## src/rtl/frog_pkg.sv

```systemverilog
// rtl/frog_pkg.sv - shared frog types and screen geometry
package frog_pkg;

    localparam int H_RES     = 640;
    localparam int V_RES     = 480;
    localparam int FROG_SIZE = 32;

    typedef enum logic [1:0] {
        S_IDLE,
        S_HOP,
        S_DEAD,
        S_GAME_OVER
    } state_t;

    // Numeric order doubles as priority: a smaller non-zero code wins.
    typedef enum logic [2:0] {
        DIR_NONE  = 3'd0,
        DIR_UP    = 3'd1,
        DIR_DOWN  = 3'd2,
        DIR_LEFT  = 3'd3,
        DIR_RIGHT = 3'd4
    } dir_t;

endpackage

```

## src/rtl/frog_controller_btn_request.sv

```systemverilog
// rtl/frog_controller_btn_request.sv - button edge detectors and priority pending move
module btn_request
    import frog_pkg::*;
(
    input  logic clk,
    input  logic rst_n,
    input  logic btn_up,
    input  logic btn_down,
    input  logic btn_left,
    input  logic btn_right,
    input  logic accept,
    input  logic clear,
    output dir_t req,
    output logic any_edge
);

    logic [3:0] btn_q;
    logic [3:0] rise;
    dir_t       pending;
    dir_t       edge_dir;

    assign rise     = {btn_up, btn_down, btn_left, btn_right} & ~btn_q;
    assign any_edge = |rise;

    // req merges this cycle's edges so a press coinciding with the tick is seen at once.
    always_comb begin
        edge_dir = DIR_NONE;
        if (rise[3])      edge_dir = DIR_UP;
        else if (rise[2]) edge_dir = DIR_DOWN;
        else if (rise[1]) edge_dir = DIR_LEFT;
        else if (rise[0]) edge_dir = DIR_RIGHT;
        req = pending;
        if (accept && edge_dir != DIR_NONE &&
            (pending == DIR_NONE || edge_dir < pending))
            req = edge_dir;
    end

    always_ff @(posedge clk or negedge rst_n) begin
        if (!rst_n) begin
            btn_q   <= 4'b0000;
            pending <= DIR_NONE;
        end else begin
            btn_q   <= {btn_up, btn_down, btn_left, btn_right};
            pending <= clear ? DIR_NONE : req;
        end
    end

endmodule

```

## src/rtl/frog_controller.sv

```systemverilog
// rtl/frog_controller.sv - frog position, hop animation, death and scoring sequencer
module frog_controller #(
    parameter int H_RES        = frog_pkg::H_RES,
    parameter int V_RES        = frog_pkg::V_RES,
    parameter int FROG_SIZE    = frog_pkg::FROG_SIZE,
    parameter int STEP         = 32,
    parameter int HOP_FRAMES   = 4,
    parameter int DEATH_FRAMES = 60,
    parameter int START_X      = 304,
    parameter int START_Y      = 448,
    parameter int LIVES        = 3
) (
    input  logic       clk,
    input  logic       rst_n,
    input  logic       frame_tick,
    input  logic       btn_up,
    input  logic       btn_down,
    input  logic       btn_left,
    input  logic       btn_right,
    input  logic       collision,
    output logic [9:0] frog_x,
    output logic [9:0] frog_y,
    output logic       frog_visible,
    output logic       hop_active,
    output logic [1:0] lives,
    output logic [7:0] score,
    output logic       game_over
);

    import frog_pkg::*;

    localparam int HCW = $clog2(HOP_FRAMES + 1);
    localparam int DCW = $clog2(DEATH_FRAMES + 1);
    localparam logic [HCW-1:0] HOP_LAST   = HCW'(HOP_FRAMES - 1);
    localparam logic [DCW-1:0] DEATH_LAST = DCW'(DEATH_FRAMES - 1);
    localparam logic [DCW-1:0] BLINK_MASK = DCW'(7);
    localparam logic [9:0]  INC     = 10'(STEP / HOP_FRAMES);
    localparam logic [9:0]  X_START = 10'(START_X);
    localparam logic [9:0]  Y_START = 10'(START_Y);
    localparam logic [10:0] STEP11  = 11'(STEP);
    localparam logic [10:0] X_MAX   = 11'(H_RES - FROG_SIZE);
    localparam logic [10:0] Y_MAX   = 11'(V_RES - FROG_SIZE);
    localparam logic [1:0]  LIVES_INIT = 2'(LIVES);

    state_t         state;
    dir_t           req;
    dir_t           hop_dir;
    dir_t           move_dir;
    logic           any_edge;
    logic           req_legal;
    logic [HCW-1:0] hop_cnt;
    logic [DCW-1:0] death_cnt;
    logic [9:0]     nx;
    logic [9:0]     ny;
    logic [10:0]    x11;
    logic [10:0]    y11;

    btn_request u_btn_request (
        .clk       (clk),
        .rst_n     (rst_n),
        .btn_up    (btn_up),
        .btn_down  (btn_down),
        .btn_left  (btn_left),
        .btn_right (btn_right),
        .accept    (state == S_IDLE),
        .clear     (frame_tick || state != S_IDLE),
        .req       (req),
        .any_edge  (any_edge)
    );

    assign x11 = {1'b0, frog_x};
    assign y11 = {1'b0, frog_y};

    always_comb begin
        case (req)
            DIR_UP:    req_legal = y11 >= STEP11;
            DIR_DOWN:  req_legal = y11 + STEP11 <= Y_MAX;
            DIR_LEFT:  req_legal = x11 >= STEP11;
            DIR_RIGHT: req_legal = x11 + STEP11 <= X_MAX;
            default:   req_legal = 1'b0;
        endcase
    end

    // Next single-frame increment, for either a starting hop or one in flight.
    assign move_dir = (state == S_IDLE) ? req : hop_dir;
    always_comb begin
        nx = frog_x;
        ny = frog_y;
        case (move_dir)
            DIR_UP:    ny = frog_y - INC;
            DIR_DOWN:  ny = frog_y + INC;
            DIR_LEFT:  nx = frog_x - INC;
            DIR_RIGHT: nx = frog_x + INC;
            default:   ;
        endcase
    end

    always_ff @(posedge clk or negedge rst_n) begin
        if (!rst_n) begin
            state        <= S_IDLE;
            hop_dir      <= DIR_NONE;
            hop_cnt      <= '0;
            death_cnt    <= '0;
            frog_x       <= X_START;
            frog_y       <= Y_START;
            frog_visible <= 1'b1;
            hop_active   <= 1'b0;
            lives        <= LIVES_INIT;
            score        <= 8'd0;
            game_over    <= 1'b0;
        end else begin
            case (state)
                S_IDLE: begin
                    if (frame_tick) begin
                        if (collision) begin
                            state        <= S_DEAD;
                            lives        <= lives - 2'd1;
                            death_cnt    <= '0;
                            frog_visible <= 1'b0;
                        end else if (req_legal) begin
                            state      <= S_HOP;
                            hop_dir    <= req;
                            frog_x     <= nx;
                            frog_y     <= ny;
                            hop_cnt    <= HCW'(1);
                            hop_active <= 1'b1;
                        end
                    end
                end
                S_HOP: begin
                    if (frame_tick) begin
                        if (collision) begin
                            state        <= S_DEAD;
                            hop_active   <= 1'b0;
                            lives        <= lives - 2'd1;
                            death_cnt    <= '0;
                            frog_visible <= 1'b0;
                        end else begin
                            frog_x  <= nx;
                            frog_y  <= ny;
                            hop_cnt <= hop_cnt + HCW'(1);
                            if (hop_cnt == HOP_LAST) begin
                                state      <= S_IDLE;
                                hop_active <= 1'b0;
                                if (ny == 10'd0) begin
                                    if (score != 8'hff) score <= score + 8'd1;
                                    frog_x <= X_START;
                                    frog_y <= Y_START;
                                end
                            end
                        end
                    end
                end
                S_DEAD: begin
                    if (frame_tick) begin
                        if (death_cnt == DEATH_LAST) begin
                            frog_x       <= X_START;
                            frog_y       <= Y_START;
                            frog_visible <= 1'b1;
                            if (lives == 2'd0) begin
                                state     <= S_GAME_OVER;
                                game_over <= 1'b1;
                            end else begin
                                state <= S_IDLE;
                            end
                        end else begin
                            death_cnt <= death_cnt + DCW'(1);
                            // Blink: flip on every 8th frame spent dead.
                            if ((death_cnt & BLINK_MASK) == BLINK_MASK)
                                frog_visible <= ~frog_visible;
                        end
                    end
                end
                S_GAME_OVER: begin
                    if (any_edge) begin
                        state     <= S_IDLE;
                        lives     <= LIVES_INIT;
                        score     <= 8'd0;
                        game_over <= 1'b0;
                    end
                end
            endcase
        end
    end

endmodule
```

## config.mk

```make
export PLATFORM = sky130hd
export DESIGN_NAME = frog_controller
export DESIGN_NICKNAME = d
export VERILOG_FILES = /design/src/rtl/frog_pkg.sv /design/src/rtl/frog_controller_btn_request.sv /design/src/rtl/frog_controller.sv
export SDC_FILE = /design/constraint.sdc
export NUM_CORES = 1
export LEC_CHECK = 0
export CAP_MARGIN = 20
export CORE_MARGIN = 1
export CORE_UTILIZATION = 50
export DETAILED_ROUTE_END_ITERATION = 12
export PLACE_DENSITY = 0.73
export REMOVE_ABC_BUFFERS = 1
export SYNTH_ARGS = -nofsm -noshare
export SYNTH_HDL_FRONTEND = slang
export SYNTH_HIERARCHICAL = 1
export SYNTH_SLANG_ARGS = --single-unit
```

## constraint.sdc

```tcl
create_clock -name clk -period 12.6 [get_ports clk]
set_input_delay 1.26 -clock clk [delete_from_list [all_inputs] [get_ports clk]]
set_output_delay 1.26 -clock clk [all_outputs]
set_load 0.01 [all_outputs]
```

Yosys cells after proc, flatten, opt, wreduce, memory -nomap -nowiden

Cells that the tools add are included.

Add/sub/neg operators: 10
Order comparisons: 5
Equal/unequal tests: 33
Muxes and demuxes: 81
Bitwise operators: 4
Reductions and logical operators: 28

Operators with widths:

| cell                                                              | count |
|---|---|
| 2-to-1 mux 10 bit                                                 | 18 |
| case mux 10 bit (3 select lines)                                  | 2 |
| 2-to-1 mux 8 bit                                                  | 6 |
| case mux 10 bit (2 select lines)                                  | 2 |
| 2-to-1 mux 3 bit                                                  | 12 |
| 2-to-1 mux 2 bit                                                  | 13 |
| inequality test 2 bit (second input constant)                     | 13 |
| 2-to-1 mux 6 bit                                                  | 4 |
| adder 10 x 6 -> 11 bit (second input constant)                    | 2 |
| adder 10 x 4 -> 10 bit (second input constant)                    | 2 |
| >= comparator 10 x 6 -> 1 bit (second input constant)             | 2 |
| subtractor 10 x 4 -> 10 bit (second input constant)               | 2 |
| case mux 8 bit (2 select lines)                                   | 1 |
| equality test 3 x 2 -> 1 bit (second input constant)              | 5 |
| 2-to-1 mux 1 bit                                                  | 15 |
| AND reduction 5 bit                                               | 3 |
| AND reduction 7 bit                                               | 2 |
| case mux 6 bit (2 select lines)                                   | 1 |
| AND reduction 6 bit                                               | 2 |
| nonzero test 2 bit                                                | 6 |
| less-or-equal comparator 11 x 10 -> 1 bit (second input constant) | 1 |
| less-or-equal comparator 11 x 9 -> 1 bit (second input constant)  | 1 |
| zero test 10 bit                                                  | 1 |
| equality test 3 bit (second input constant)                       | 3 |
| other kinds (29)                                                  | 42 |

Bits in registers: 54
Input port bits: 8
Output and inout bits: 33

Longest topological paths before layout

Depth in word-level cells: 19
Mapped depth: 20
Depth with buffers taken out: 19

Modules after synthesis

Netlist, hierarchy kept.

Modules (own cells, without submodules):

| module          | instances | cells each | area each (um2) |
|---|---|---|---|
| frog_controller | 1         | 338        | 3057.9 |
| btn_request     | 1         | 37         | 384.1 |

Worst setup path before layout

OpenSTA, ideal clock, no wires.

Path kind: input to register
From: input port btn_up
To: register frog_x[3]
Setup time: 125 ps
Data arrival time: 5642 ps
Data required time: 12475 ps
Path slack: 6833 ps
Cell stages on the path: 18
Cells stage by stage: or2b_1 > nand3_1 > nor2_1 > ha_1 > o211ai_1 > a21o_1 > a21oi_2 > a31oi_1 > mux2_2 > or3_1 > fa_1 > a211o_1 > a211oi_1 > nor2_1 > o311a_2 > o41ai_4 > o21ai_1 > mux2_2

Cells in the longest elaborated chain, start to end: 15
Elaborated cells between the ends (all ways): 31
Classes of those cells: 1 x order compare; 9 x eq/ne; 14 x mux; 1 x bitwise; 6 x reduce/logical

RTL lines:

| element                                                                             | RTL line                                                             | source |
|---|---|---|
| from (decl)                                                                         | frog_controller.sv:16                                                | `input logic btn_up,` |
| bitwise AND 4 bit *                                                                 | frog_controller_btn_request.sv:22                                    | `assign rise = {btn_up, btn_down, btn_left, btn_right} & ~btn_q;` |
| 2-to-1 mux 3 bit *                                                                  | frog_controller_btn_request.sv:28                                    | `if (rise[3]) edge_dir = DIR_UP;` |
| < comparator 3 bit / nonzero test 3 bit (equally long branches)                     | frog_controller_btn_request.sv:34, frog_controller_btn_request.sv:33 |  |
| logical OR 1 bit / logical AND 1 bit (equally long branches)                        | frog_controller_btn_request.sv:34, frog_controller_btn_request.sv:33 |  |
| logical AND 1 bit                                                                   | frog_controller_btn_request.sv:33                                    | `if (accept && edge_dir != DIR_NONE &&` |
| 2-to-1 mux 3 bit *                                                                  | frog_controller_btn_request.sv:33                                    |  |
| net req[0]                                                                          | frog_controller.sv:46                                                | `dir_t req;` |
| 2-to-1 mux 3 bit                                                                    | frog_controller.sv:85                                                | `assign move_dir = (state == S_IDLE) ? req : hop_dir;` |
| equality test 3 x 2 -> 1 bit / equality test 3 x 1 -> 1 bit (equally long branches) | frog_controller.sv:89                                                | `case (move_dir)` |
| case mux 10 bit (2 select lines)                                                    | frog_controller.sv:89                                                |  |
| zero test 10 bit                                                                    | frog_controller.sv:145                                               | `if (ny == 10'd0) begin` |
| 2-to-1 mux 10 bit                                                                   | frog_controller.sv:145                                               |  |
| 2-to-1 mux 10 bit                                                                   | frog_controller.sv:142                                               | `if (hop_cnt == HOP_LAST) begin` |
| 2-to-1 mux 10 bit                                                                   | frog_controller.sv:132                                               | `if (collision) begin` |
| 2-to-1 mux 10 bit                                                                   | frog_controller.sv:131                                               | `if (frame_tick) begin` |
| case mux 10 bit (3 select lines)                                                    | frog_controller.sv:112                                               | `case (state)` |
| to (signal assigned)                                                                | frog_controller.sv:123                                               | `frog_x <= nx;` |
| to (signal assigned)                                                                | frog_controller.sv:139                                               | `frog_x <= nx;` |
| to (decl)                                                                           | frog_controller.sv:21                                                | `output logic [9:0] frog_x,` |

Mark *: on every way through the listed nets, which the timed path passes. The rest lies on a longest branch. The select of a mux whose other input is x is not followed.
A chain may end at the register's enable or synchronous reset.

Worst setup path after layout

Same ends and word-level chain as after synthesis.

==> results.md <==
Synthesis:
- The sequential fraction of the synthesis area is 35.22%.
- The top cell type by area accounts for 28.35% of the synthesized area.
- The commonest cells after synthesis are sky130_fd_sc_hd__dfrtp_1, sky130_fd_sc_hd__nor2_1, sky130_fd_sc_hd__a21oi_1.
- The synthesized area divided by synthesized cell count is 9.179 um2.
- The dominant cell type by area after synthesis is sky130_fd_sc_hd__dfrtp_1.
- For this run, the number of Yosys warnings is 6.
- By area the synthesized netlist is led by sky130_fd_sc_hd__dfrtp_1, sky130_fd_sc_hd__ha_1, sky130_fd_sc_hd__dfstp_2.
- The top flip-flop cell by instance count after synthesis is sky130_fd_sc_hd__dfrtp_1.
- Synthesis produced 375 cells.
- The total standard cell area after synthesis is 3442 um2.
- Synthesis instantiated 67 different standard cells from the library.
- The synthesized design contains 48 register bits.
- For this run, asynchronously set or reset flops after synthesis account for between 90% and 100%.
- sky130_fd_sc_hd__dfrtp_1 is the most common cell in the netlist.
- The number of enable flip-flop cells after synthesis is 0.

Final layout:
- Of the cells placed in the final design, the portion with a size suffix greater than 1 is 10.05%.
- The number of inserted diodes is 0.
- The total number of nets in the final design is 440.
- From synthesis to final layout, the design area changed by 13.81%.
- Once layout is done, the placed cells without fillers occupy a little under 4000 um2.

Clocking:
- The later pin in the worst-skew pair is clocked with a latency of 0.31 ns.
- The count of buffers added by post-CTS timing repair for setup is 0.
- The tree is rooted in a sky130_fd_sc_hd__clkbuf_8.
- Buffers inserted to repair hold after CTS numbered 0.
- The number of buffers created by CTS is 5.
- The clock tree buffer depth is 2.
- The CTS tree is yes.
- Clock tree synthesis found a total of 48 sinks.
- Clock-pin slew was measured on the worst setup and hold paths at about 0.10 ns.
- The clock tree synthesis step divided the H-tree into 2 levels.
- The number of cells upsized or downsized after cts is 0.

Timing:
- Timing would allow up to between 0.15 and 0.2 GHz.
- The final setup violation count is 0.
- Setup repair after global routing left no endpoint under its margin.
- The max-slew violation count came to 0.
- The final worst hold slack is 0.4992 ns.
- The final worst-path cycle share is 51.26%.
- Headroom to the max-slew limit came out at 30.30%.
- The setup clock skew after layout is 0.006655 ns.
- Subtracting the final worst setup slack from the clock period gives 6.459 ns.
- At the pin with the least slew margin, the transition time is ~1.0 ns.
- The number of hold violations in the final report came to 0.
- After routing, the total negative slack on setup checks comes to 0 ns.

Pwr:
- The worst-case IR drop observed on VDD is between 0.1 and 0.15 mV.
- The design draws 0.9635 mW.
- The analysis attributes to cell leakage a power of 1.701 nW.
- For this design the ratio of total power to cell area is 245.9 nW/um2.

Floorplan:
- The floorplan step set the die width to 84.97 um.
- 41 I/O pins were placed.
- After floorplanning, the core was sized to cover 6495 um2.
- After floorplanning, the core was divided into 29 placement rows.
- The starting density of the core is 53.00%.
- The vertical die dimension is about 85 um.
- The die covers 7220 um2.

Place:
- The congestion estimate from routability-driven global placement came to about 0.87.
- The number of I/O port buffers is 34.
- Summing all placed instances gives a cell area of 3805 um2.
- After legalization and detailed placement, the total HPWL measured 5739 um.

GRT:
- The number of global-route vias before repair is 2,853.
- The leftover overflow at the end of global routing is 0.
- The first global-routing pass estimated around 13,000 um of wire.
- Global routing used 22.92% of the available tracks across all layers.
- The pin count of the biggest net entering global routing is 49.
- The number of antenna violations at the first check in global routing is 0.

Route:
- The wire length per cell after detailed routing is 16.29 um.
- In this run, the number of DRC markers left after iteration 0 of detailed routing was 175.
- The number of remaining DRC errors is 3.
- In the routed layout, each cell is associated on average with a via count of slightly above 6.
- The number of antenna-violating nets in the routed design is 0.
- For this run, the detailed router's first-pass iteration total came to 9.
- Summed over all layers, the routed wires come to 7899 um.
- The via total after detailed routing is between 2,000 and 3,000.

Critical path:
- Counting stages on the worst path, the most repeated cell is sky130_fd_sc_hd__nor2_1.
- For this run, the slowest stage of the critical path takes approximately 0.5 ns.
- Walking the worst path, the cells encountered are clkdlybuf4s50_1 > or2b_1 > nand3_1 > nor2_1 > ha_1 > o211ai_1 > a41oi_1 > a21oi_1 > mux2i_1 > or3_1 > fa_1 > a211o_1 > a211oi_1 > nor2_1 > o311a_2 > o41ai_4 > o21ai_1 > mux2_2.
- Data on the critical path arrives at its endpoint at 6.66 ns.
- Among cell families on the critical path, the largest total delay comes from compound AO/OA/AOI/OAI gates.
- The number of buffer and inverter instances along the worst setup path is 1.
- The largest fanout on the critical path is 8.
- The critical path capture point type is a register.
- The cell with the largest stage delay on the worst path is sky130_fd_sc_hd__or3_1.
- The critical path start-end classification is in2reg.
- For the worst setup path, the data required time is 12.80 ns.
- STA classifies the critical path startpoint as an input port.

Run status:
- The checks that failed: DRC.
- The run finished, with violations left.

Hold path:
- The path class of the tightest hold or removal check is reg2reg.

Flow run:
- Across the run, the number of max-cap violations was 0.
final cells by class:
| type | instances | area [um2] |
|---|---|---|
| fill | 579 | 2577 |
| multi-input combinational | 295 | 2078 |
| sequential | 48 | 1212 |
| timing repair buffer | 35 | 355.3 |
| tap | 77 | 96.34 |
| inverter | 22 | 82.58 |
| clock buffer | 5 | 68.82 |
| clock inverter | 3 | 23.77 |
worst register-to-register path, cell delays in order, from the launching register on:
cell,delay [ns]
sky130_fd_sc_hd__dfrtp_1,0.43
sky130_fd_sc_hd__inv_1,0.12
sky130_fd_sc_hd__ha_1,0.57
sky130_fd_sc_hd__and3_1,0.40
sky130_fd_sc_hd__a31oi_1,0.27
sky130_fd_sc_hd__mux2_2,0.38
sky130_fd_sc_hd__or3_1,0.51
sky130_fd_sc_hd__fa_1,0.45
sky130_fd_sc_hd__a211o_1,0.29
sky130_fd_sc_hd__a211oi_1,0.38
sky130_fd_sc_hd__nor2_1,0.10
sky130_fd_sc_hd__o311a_2,0.45
sky130_fd_sc_hd__o41ai_4,0.48
sky130_fd_sc_hd__o21ai_1,0.17
sky130_fd_sc_hd__mux2_2,0.33
stage by stage:
| step | std cells | util (%) | worst slack, ns |
|---|---|---|---|
| final | 485 | 60.32 | 6.141 |
| after global routing | 485 | 60.32 | 5.840 |
| after CTS | 484 | 60.01 | 6.185 |
| after detailed placement | 476 | 58.58 | 5.841 |
| after global placement | 476 | 58.58 | 6.032 |
| after floorplan | 365 | - | 6.805 |
per-layer routing:
| metal | up-vias | part of all wire (%) | wire (um) | global-route usage (%) |
|---|---|---|---|---|
| li1 | 1448 | - | - | - |
| met2 | 75 | 48 | 3791 | 37.83 |
| met4 | 0 | 1.1 | 90 | 6.780 |
| met3 | 8 | 5.2 | 411 | 3.599 |
| met1 | 1466 | 46 | 3606 | 31.20 |
| met5 | - | 0 | 0 | 0 |
kinds of logic after synthesis:
| group | Yosys count | share of synthesized area (%) |
|---|---|---|
| AND/OR/NAND/NOR | 125 | 19.01 |
| AO/OA/AOI/OAI | 114 | 24.06 |
| flip-flops | 48 | 35.22 |
| buffers and inverters | 37 | 4.943 |
| adder cells (fa/ha/maj) | 25 | 9.524 |
| multiplexers | 13 | 4.071 |
| XOR/XNOR | 12 | 3.053 |
| other | 1 | 0.1089 |
cells in the final DEF (no fill, tap or decap), drive strengths merged, types with 5 or more instances in the layout:
master,Yosys,final
a21oi,25,25
a22o,5,5
mux2,8,8
nor2b,5,5
o31ai,5,5
inv,22,22
o21ai,19,19
nand2,21,21
nor2,28,28
xnor2,8,8
conb,1,6
nor3,6,6
mux2i,5,5
nand2b,8,8
o21a,8,8
a21o,6,6
clkdlybuf4s50,0,33
clkbuf,6,5
dfrtp,39,39
nand3,19,19
or3,6,6
and3,9,9
ha,23,23
nand4,7,7
dfstp,9,9
where the power goes:
group / total (mW) / switching [mW] / internal [mW]
Sequential: 0.251 / 0.0500 / 0.201
Combinational: 0.617 / 0.350 / 0.267
Clock: 0.0955 / 0.0561 / 0.0394
sequential cells by signal, summed over array words and instances, names as in the netlist:
name                   cells
score                      8
frog_x                     7
frog_y                     7
death_cnt                  6
u_btn_request/btn_q        4
hop_cnt                    3
hop_dir                    3
u_btn_request/pending      3
lives                      2
state                      2
frog_visible               1
game_over                  1
hop_active                 1
path summary, 6_finish.rpt:
| check | from | to | slack (ns) | cells past startpoint |
|---|---|---|---|---|
| max | btn_up | frog_x[3] | 6.14 | 18 |
| min | frog_visible | frog_visible | 0.50 | 2 |
| max reg2reg | state[0] | frog_x[3] | 7.18 | 14 |
| min reg2reg | frog_visible | frog_visible | 0.50 | 2 |
| max in group asynchronous | rst_n | lives[1] | 11.15 | 2 |
| min in group asynchronous | rst_n | u_btn_request/btn_q[1] | 0.87 | 1 |
Note: power is estimated with default switching activity, not from simulation.
